--- config.mk ---
export PLATFORM = sky130hd
export DESIGN_NAME = branch_predictor_flat
export DESIGN_NICKNAME = d
export VERILOG_FILES = /design/src/rtl/branch_predictor_pkg.sv /design/src/rtl/branch_predictor_if.sv /design/src/rtl/branch_predictor_sat_counter2.sv /design/src/rtl/branch_predictor.sv /design/src/flat_wrapper.sv
export SDC_FILE = /design/constraint.sdc
export NUM_CORES = 1
export LEC_CHECK = 0
export BUFFER_PORTS_ARGS = -buffer_cell sky130_fd_sc_hd__buf_4
export CAP_MARGIN = 20
export CORE_MARGIN = 3
export CORE_UTILIZATION = 23
export CTS_CLUSTER_SIZE = 28
export DETAILED_ROUTE_END_ITERATION = 8
export PLACE_DENSITY_LB_ADDON = 0.2
export SYNTH_ARGS = -nofsm -noshare
export SYNTH_HDL_FRONTEND = slang
export SYNTH_SLANG_ARGS = --single-unit
--- constraint.sdc ---
create_clock -name clk -period 5.3 [get_ports clk]
set_input_delay 0.265 -clock clk [delete_from_list [all_inputs] [get_ports clk]]
set_output_delay 0.265 -clock clk [all_outputs]
set_load 0.01 [all_outputs]
--- src/rtl/branch_predictor_pkg.sv ---
`default_nettype none
// ============================================================================
// branch_predictor_pkg : shared counter encodings and BTB sizing defaults
// Rev 1.0
// ============================================================================
package branch_predictor_pkg;

  localparam int c_BTB_IDX_W_DEF = 4;
  localparam int c_PC_W          = 32;

  typedef enum logic [1:0] {
    CNT_SNT = 2'b00,
    CNT_WNT = 2'b01,
    CNT_WT  = 2'b10,
    CNT_ST  = 2'b11
  } cnt_e;

endpackage
`default_nettype wire

--- src/rtl/branch_predictor_if.sv ---
`default_nettype none
// ============================================================================
// branch_predictor_if : fetch lookup and execute-stage update bundle
// Rev 1.0
// ============================================================================
interface branch_predictor_if;
  import branch_predictor_pkg::*;

  logic [c_PC_W-1:0] fetch_pc_i;
  logic              predict_taken;
  logic              btb_hit;
  logic [c_PC_W-1:0] btb_pre_pc;
  logic              upd_valid_i;
  logic [c_PC_W-1:0] upd_pc_i;
  logic              upd_taken_i;
  logic [c_PC_W-1:0] upd_target_i;
  logic              flush_i;

  modport slave (
    input  fetch_pc_i, upd_valid_i, upd_pc_i, upd_taken_i, upd_target_i, flush_i,
    output predict_taken, btb_hit, btb_pre_pc
  );

  modport master (
    output fetch_pc_i, upd_valid_i, upd_pc_i, upd_taken_i, upd_target_i, flush_i,
    input  predict_taken, btb_hit, btb_pre_pc
  );
endinterface
`default_nettype wire

--- src/rtl/branch_predictor_sat_counter2.sv ---
`default_nettype none
// ============================================================================
// sat_counter2 : 2-bit saturating direction counter next-state logic
// Rev 1.0
// ============================================================================
module sat_counter2
  import branch_predictor_pkg::*;
(
  input  cnt_e cur,
  input  logic taken,
  output cnt_e next
);

  always_comb begin
    next = cur;
    unique case (cur)
      CNT_SNT: next = taken ? CNT_WNT : CNT_SNT;
      CNT_WNT: next = taken ? CNT_WT  : CNT_SNT;
      CNT_WT:  next = taken ? CNT_ST  : CNT_WNT;
      CNT_ST:  next = taken ? CNT_ST  : CNT_WT;
      default: next = cur;
    endcase
  end

endmodule
`default_nettype wire

--- src/rtl/branch_predictor.sv ---
`default_nettype none
// ============================================================================
// branch_predictor : direct-mapped BTB with 2-bit counters, zero-latency lookup
// Rev 1.0
// ============================================================================
module branch_predictor
  import branch_predictor_pkg::*;
#(
  parameter int BTB_IDX_W = c_BTB_IDX_W_DEF
) (
  input  wire logic          clk,
  input  wire logic          rst,
  branch_predictor_if.slave  bp
);

  localparam int c_N     = 1 << BTB_IDX_W;
  localparam int c_TAG_W = c_PC_W - BTB_IDX_W - 2;

  logic [c_N-1:0]    valid_q, valid_d;
  cnt_e              cnt_q    [c_N];
  cnt_e              cnt_d    [c_N];
  logic [c_TAG_W-1:0] tag_q   [c_N];
  logic [c_TAG_W-1:0] tag_d   [c_N];
  logic [c_PC_W-1:0] target_q [c_N];
  logic [c_PC_W-1:0] target_d [c_N];

  logic [BTB_IDX_W-1:0] fetch_idx, upd_idx;
  logic [c_TAG_W-1:0]   fetch_tag, upd_tag;
  logic                 fetch_hit, upd_hit;
  cnt_e                 cnt_next;
  logic                 unused_pc_lsbs;

  assign fetch_idx      = bp.fetch_pc_i[BTB_IDX_W+1:2];
  assign fetch_tag      = bp.fetch_pc_i[c_PC_W-1:BTB_IDX_W+2];
  assign upd_idx        = bp.upd_pc_i[BTB_IDX_W+1:2];
  assign upd_tag        = bp.upd_pc_i[c_PC_W-1:BTB_IDX_W+2];
  assign unused_pc_lsbs = ^{bp.fetch_pc_i[1:0], bp.upd_pc_i[1:0]};

  // Lookup reads only registered state, so a same-cycle update is not bypassed.
  assign fetch_hit        = valid_q[fetch_idx] && (tag_q[fetch_idx] == fetch_tag);
  assign bp.btb_hit       = fetch_hit;
  assign bp.predict_taken = fetch_hit && cnt_q[fetch_idx][1];
  assign bp.btb_pre_pc    = fetch_hit ? target_q[fetch_idx] : '0;

  assign upd_hit = valid_q[upd_idx] && (tag_q[upd_idx] == upd_tag);

  sat_counter2 u_sat_counter2 (
    .cur   (cnt_q[upd_idx]),
    .taken (bp.upd_taken_i),
    .next  (cnt_next)
  );

  always_comb begin
    valid_d  = valid_q;
    cnt_d    = cnt_q;
    tag_d    = tag_q;
    target_d = target_q;
    if (bp.flush_i) begin
      valid_d = '0;
    end else if (bp.upd_valid_i) begin
      if (upd_hit) begin
        cnt_d[upd_idx] = cnt_next;
        if (bp.upd_taken_i) begin
          target_d[upd_idx] = bp.upd_target_i;
        end
      end else if (bp.upd_taken_i) begin
        valid_d[upd_idx]  = 1'b1;
        tag_d[upd_idx]    = upd_tag;
        target_d[upd_idx] = bp.upd_target_i;
        cnt_d[upd_idx]    = CNT_WT;
      end
    end
  end

  always_ff @(posedge clk or posedge rst) begin
    if (rst) begin
      valid_q <= '0;
      for (int i = 0; i < c_N; i++) begin
        cnt_q[i] <= CNT_WNT;
      end
    end else begin
      valid_q <= valid_d;
      cnt_q   <= cnt_d;
    end
  end

  // Tag and target storage carries no reset; entries are qualified by valid.
  always_ff @(posedge clk) begin
    tag_q    <= tag_d;
    target_q <= target_d;
  end

endmodule
`default_nettype wire
--- src/flat_wrapper.sv ---
// flat-port wrapper written by rule: the top's interface ports become plain ports
module branch_predictor_flat import branch_predictor_pkg::*;
#(
  parameter int BTB_IDX_W = c_BTB_IDX_W_DEF
)
  (clk, rst, bp_fetch_pc_i, bp_upd_valid_i, bp_upd_pc_i, bp_upd_taken_i, bp_upd_target_i, bp_flush_i, bp_predict_taken, bp_btb_hit, bp_btb_pre_pc);
  branch_predictor_if bp_i ();
  input  wire logic clk;
  input  wire logic rst;
  input wire logic [$bits(bp_i.fetch_pc_i)-1:0] bp_fetch_pc_i;
  input wire logic [$bits(bp_i.upd_valid_i)-1:0] bp_upd_valid_i;
  input wire logic [$bits(bp_i.upd_pc_i)-1:0] bp_upd_pc_i;
  input wire logic [$bits(bp_i.upd_taken_i)-1:0] bp_upd_taken_i;
  input wire logic [$bits(bp_i.upd_target_i)-1:0] bp_upd_target_i;
  input wire logic [$bits(bp_i.flush_i)-1:0] bp_flush_i;
  output wire logic [$bits(bp_i.predict_taken)-1:0] bp_predict_taken;
  output wire logic [$bits(bp_i.btb_hit)-1:0] bp_btb_hit;
  output wire logic [$bits(bp_i.btb_pre_pc)-1:0] bp_btb_pre_pc;
  assign bp_i.fetch_pc_i = bp_fetch_pc_i;
  assign bp_i.upd_valid_i = bp_upd_valid_i;
  assign bp_i.upd_pc_i = bp_upd_pc_i;
  assign bp_i.upd_taken_i = bp_upd_taken_i;
  assign bp_i.upd_target_i = bp_upd_target_i;
  assign bp_i.flush_i = bp_flush_i;
  assign bp_predict_taken = bp_i.predict_taken;
  assign bp_btb_hit = bp_i.btb_hit;
  assign bp_btb_pre_pc = bp_i.btb_pre_pc;
  branch_predictor #(.BTB_IDX_W(BTB_IDX_W)) u_core (.clk(clk), .rst(rst), .bp(bp_i));
endmodule
=== Yosys cells after proc, flatten, opt, wreduce, memory -nomap -nowiden ===
Cells that the tools add are included.

* Order comparisons: 6
* Bitwise operators: 8
* Muxes and demuxes: 42
* Reduce and logical (&&, ||, !) cells: 13
* Eq/ne operators: 6

{| class="wikitable"
|+ Operator list
! kind !! number
|-
| 512-bit bitwise mux || 1
|-
| 416-bit bitwise mux || 1
|-
| 26-bit binary-select mux with 4-bit select || 2
|-
| 32-bit two-way mux || 6
|-
| 26-bit two-way mux || 5
|-
| 32-bit binary-select mux with 4-bit select || 1
|-
| 32-bit demux with 4-bit select || 1
|-
| 26-bit demux with 4-bit select || 1
|-
| 16-bit two-way mux || 4
|-
| 26-bit == test || 2
|-
| 32-bit bitwise mux || 1
|-
| 16-bit OR || 2
|-
| 16-bit bitwise AND || 1
|-
| 2-bit binary-select mux with 4-bit select || 2
|-
| 16-bit inverter || 1
|-
| 2-bit two-way mux || 7
|-
| 5-bit greater-or-equal comparator (second input constant) || 2
|-
| 4-bit by 5-bit less-than comparator with 1-bit output (second input constant) || 2
|-
| 4-bit inverter with 5-bit output || 2
|-
| 3-bit AND reduction || 3
|-
| 1-bit binary-select mux with 4-bit select || 2
|-
| 2-bit demux with 4-bit select || 1
|-
| 2-bit one-hot mux with 4 select lines || 1
|-
| 2-bit nonzero test || 3
|-
| other kinds (11) || 21
|}

* Word-level logic and storage cells: 124
* Bits in registers: 976
* Output and inout port bits: 34
* Input bits: 101

=== Logic depth before layout (Yosys ltp) ===
* Depth in word-level cells: 9
* Gate-level depth with buffers: 15
* Gate-level depth less buffers: 9

=== Hierarchy ===
A second synthesis with hierarchy kept.

* Cell total of the unflattened synthesis: 2153
* Area, all modules: 42784.8 um^2

{| class="wikitable"
|+ Modules (own cells, without submodules)
! module !! area each (um^2) !! times used !! cells an instance !! seq. area each (um^2)
|-
| branch_predictor || 42758.5 || 1 || 2150 || 29087.9
|-
| sat_counter2 || 26.3 || 1 || 3 || 0.0
|}

=== Least setup slack after synthesis ===
Ideal clock, no wire load.

* Path type: input port to flip-flop
* Start point: input bp_upd_pc_i[5]
* End point: register u_core.tag_q[100] in the netlist's numbering, enable pin
* Setup time: 442 ps
* Arrival time: 4329 ps
* Data required time: 4858 ps
* Stages: 11
* Buffers on the path: 4
* Slack: 529 ps
* Cell sequence: buf_4 > buf_2 > buf_1 > mux4_2 > mux2i_1 > xnor2_1 > nor4_2 > a41oi_1 > nor4_4 > buf_2 > nor3_1

* Cells in the longest elaborated chain, start to end: 8
* Elaborated cells between the ends (all ways): 10
* Those cells by class: 1 x eq/ne; 5 x mux; 2 x bitwise; 2 x reduce/logical

{| class="wikitable"
|+ Ends and longest elaborated chain
! item !! line !! source
|-
| start, declared || flat_wrapper.sv:12 || <nowiki>input wire logic [$bits(bp_i.upd_pc_i)-1:0] bp_upd_pc_i;</nowiki>
|-
| 4-bit inverter with 5-bit output (implied by the code) || branch_predictor.sv:45 || <nowiki>assign upd_hit = valid_q[upd_idx] && (tag_q[upd_idx] == upd_tag);</nowiki>
|-
| 26-bit binary-select mux with 4-bit select || branch_predictor.sv:45 ||
|-
| 26-bit two-way mux (implied by the code) (2 in series) || branch_predictor.sv:45 ||
|-
| 26-bit == test || branch_predictor.sv:45 ||
|-
| 1-bit logical AND * || branch_predictor.sv:45 ||
|-
| 1-bit inverter (no source line) * || n/a ||
|-
| 4-bit AND reduction (no source line) * || n/a ||
|-
| end signal, assigned || branch_predictor.sv:89 || <nowiki>tag_q <= tag_d;</nowiki>
|-
| end, declared || branch_predictor.sv:22 || <nowiki>logic [c_TAG_W-1:0] tag_q [c_N];</nowiki>
|}

Mark *: on every way between the ends. The rest lies on a longest branch, timed or not. The select of a mux whose other input is x is not followed.
A chain may end at the register's enable or synchronous reset.

=== Final worst setup path ===
* Start point: register u_core.tag_q[12] in the netlist's numbering
* End point: output bp_btb_pre_pc[0]

* Cells in the longest elaborated chain, start to end: 6

{| class="wikitable"
|+ Ends and longest elaborated chain
! item !! line !! source
|-
| 26-bit binary-select mux with 4-bit select || branch_predictor.sv:40 || <nowiki>assign fetch_hit = valid_q[fetch_idx] && (tag_q[fetch_idx] == fetch_tag);</nowiki>
|-
| 26-bit two-way mux (implied by the code) (2 in series) || branch_predictor.sv:40 ||
|-
| 26-bit == test || branch_predictor.sv:40 ||
|-
| 1-bit logical AND || branch_predictor.sv:40 ||
|-
| 32-bit two-way mux || branch_predictor.sv:43 || <nowiki>assign bp.btb_pre_pc = fetch_hit ? target_q[fetch_idx] : '0;</nowiki>
|-
| end, declared || flat_wrapper.sv:18 || <nowiki>output wire logic [$bits(bp_i.btb_pre_pc)-1:0] bp_btb_pre_pc;</nowiki>
|}

Every way passes these cells. The select of a mux whose other input is x is not followed.

==> results.md <==
* CTS Buf Count at 108
* Mapped Cells at 2044
* Design area at 50900 um^2
* Synth Area in Simple Gates at 2.39%
* Mean number of vias per cell at 4.58
* Flops & latches, synth at 976
* Worst-Margin Slew at 0.994 ns
* GRT Total Usage at 13.4%
* Placed Cells incl. Taps at 4576
* Main synth FF type: edfxtp_1
* Final worst path period share at 87.5%
* Post-DP Area at 46900 um^2
* Final net count at 2400
* Initial antenna violation count at 12
* Rel. slew slack at 33.7%
* Syn-to-layout area delta at 20.2%
* Yosys top cell area share at 65.8%
* Worst flop-to-flop path startpoint: u_core.tag_q[86]
* Crit path time final at 4.64 ns
* Syn nets at 2145
* Largest family of logic cells by synthesized area: multiplexers
* Gr busiest metal: met2
* Distinct cells, synth at 68
* Post-CTS Hold Buffers at 61
* Die Wd at 435 um
* CP endpoint: bp_btb_pre_pc[0]
* LEAKAGE at 16.0 nW
* PostCTS Resize Cnt at 0
* Most frequent cells in the layout: 928 x edfxtp_1, 381 x mux4_2, 188 x buf_4
* PD cells at 335 nW/um^2
* Sequential power share at 50.2%
* Cell Rows at 156
* Multi-input gate area at 12600 um^2
* Max stage delay cell, worst path: mux4_2
* Critical Path End Type: output pin
* Critical Path Source: u_core.tag_q[12]
* Compound-Gate Fraction of Synth Area at 2.58%
* Setup TNS at 0 ns
* GRT met2 Usage at 22.8%
* CP max stage delay at 0.49 ns
* Switching part of the total at 22.8%
* Skew-Pair Late Insertion Delay at 0.76 ns
* Wirelength per Cell at 26.6 um
* Asr flop ratio synth at 4.92%
* First-pass GRT wire length at 181000 um
* Pre-antenna DRT Iters at 5
* Post-synthesis adder-cell area fraction at 0.0473%
* Max H-tree Level at 3
* Comb power frac at 7.3%
* Sequential cell area fraction in the yosys report at 68.7%
* Critical path type: register to output pin
* Port bufs at 130
* Worst EP required at 5.04 ns
* Share of cells above drive strength 1 at 33.8%
* Synth warn at 0
* Post-synthesis mux area share at 22.9%
* Xor and xnor area share after synthesis at 1.34%
* Core area at 182000 um^2
* Die area at 189000 um^2
* Status: finished, final reports clean
* Worst Path Max Fanout at 24
* Post-Layout Cell Count at 4838
* RSZ-0062 raised after global routing: false
* HP Class: input pin to async pin
* Max-cap violations at 0
* VDD IR max at 0.264 mV
* Most common cell after layout, fill and taps aside: edfxtp_1
* EDFF count, synth at 928
* ANT nets after route at 0
* Vias at 22100
* Reg clk slew, reported paths at 0.06 ns
* Top cells by area, synth: edfxtp_1 66%, mux4_2 20%, mux2i_1 2.3%, dfrtp_1 1.9%, dfstp_2 0.99%
* FF/Latch Area at 29100 um^2
* Final Core Density at 28.0%
* R2r setup slk at 1.53 ns
* Slew Limit Fails at 0
* Fillers at 18100
* Crit-path cells: mux4_2 > mux4_2 > xnor2_1 > nand4_1 > nor3_1 > buf_4 > nand4_1 > buf_12 > nor2b_1 > buf_4
* Final setup violating endpoints at 0
* Root Driver: clkbuf_16
* Met3 global-route usage at 2.35%
* Pwr Total at 17.1 mW
* Sw Pwr at 3.89 mW
* Die Height at 435 um
* Setup Skew at 0.0662 ns
* Internal power at 13.2 mW
* Leading area contributor after synthesis: edfxtp_1
* CTS Sinks at 976
* Synth Cell Area at 42300 um^2
* FF-to-FF path depth at 10
* GPL Wtd Cong at 0.758
* Number of global-route vias before repair at 23700
* Final hold vios at 0
* Initial Utilization at 23.3%
* Remaining Overflow, GRT at 0
* Met1 usage at 17.3%
* Setup Buffers After CTS at 0
* Maximum number of pins on one net before global-route repair at 103
* CTS tree: built
* # IOs at 135
* FMAX at 216 MHz
* Hpwl dp at 73800 um
* Residual DRC at 0
* Clock tree buffer depth at 3
* Avg Inst Size Synth at 20.7 um^2
* Drt first-iter violations at 2123
* Reg2reg end: u_core.tag_q[232]
* CP startpoint kind: register
* Routed WL at 129000 um
* Clock power share at 42.6%
* Data arrival time of the worst path at 4.37 ns
[cells in the mapped netlist (all sizes together), types with 3 or more instances]
cell type and n:
a211oi 8, a21oi 24, a221oi 9, a22o 5
a22oi 20, a31oi 19, a32o 16, and2 5
buf 84, clkbuf 52, dfrtp 32, dfstp 16
edfxtp 928, inv 35, mux2 8, mux2i 96
mux4 384, nand2 54, nand2b 4, nand3 9
nand4 5, nor2 43, nor2b 48, nor3 13
nor4 5, o21ai 6, o22ai 11, o32ai 8
o41ai 3, xnor2 40, xor2 25
[power groups by stage]
stage,clock [mW],sequential [mW],combinational [mW]
floorplan,0,8.70,0.737
global placement,0,8.71,1.20
detailed placement,0,8.71,1.22
CTS,7.48,8.55,1.27
global route,7.82,8.56,1.33
finish,7.26,8.55,1.24
[flip-flops by register name, indices dropped and copies added, names as in the netlist]
signal and cells:
u_core.cnt_q 32, u_core.tag_q 416, u_core.target_q 512, u_core.valid_q 16
[critical path: cells and delay by family (launching register included)]
kind                   cells  cell delay (ns)
AND/OR/NAND/NOR            4             1.18
flip-flops                 1             0.42
XOR/XNOR                   1             0.43
multiplexers               2             0.97
buffers and inverters      3             0.61
[layer usage]
metal  routed length (um)  vias to the layer above  share of wire (%)
met1                53900                    12000                 42
met4                 4030                        6                3.1
met5                   41                        -              0.032
li1                     -                     9195                  -
met2                64500                      678                 50
met3                 6340                      212                4.9
[through the flow]
stage | hold slack, ns | setup slack, ns
2_1_floorplan | 0.364 | 0.529
3_3_place_gp | 0.525 | 0.757
3_5_place_dp | 0.543 | 0.751
4_1_cts | 0.286 | 0.424
5_1_grt | 0.116 | 0.465
6_report | 0.137 | 0.662
[kinds of logic after synthesis]
logic type               count (synthesis)
flip-flops                             976
multiplexers                           488
AND/OR/NAND/NOR                        198
buffers and inverters                  171
AO/OA/AOI/OAI                          144
XOR/XNOR                                65
adder cells (fa/ha/maj)                  2
[cell type report]
cell class              instances  area share [%]
repair buffers                281            5.18
clock inverters                54            1.07
inverters                      35           0.258
diodes                          5          0.0246
clock buffers                 141            5.61
multi-input cells             897            24.7
well taps                    2449            6.02
flip-flops and latches        976            57.1
[how the worst min path moves through the flow]
stage | end | slack, ns | from | cells past startpoint
detailed placement | u_core.valid_q[8] | 0.54 | u_core.valid_q[8] | 2
floorplan | u_core.tag_q[0] | 0.36 | bp_upd_pc_i[6] | 0
CTS | u_core.cnt_q[21] | 0.29 | bp_upd_valid_i | 5
global route | u_core.cnt_q[23] | 0.12 | rst | 3
finish | u_core.cnt_q[5] | 0.14 | rst | 3
global placement | u_core.valid_q[3] | 0.53 | u_core.valid_q[3] | 2
(Power assumes the default switching activity.)
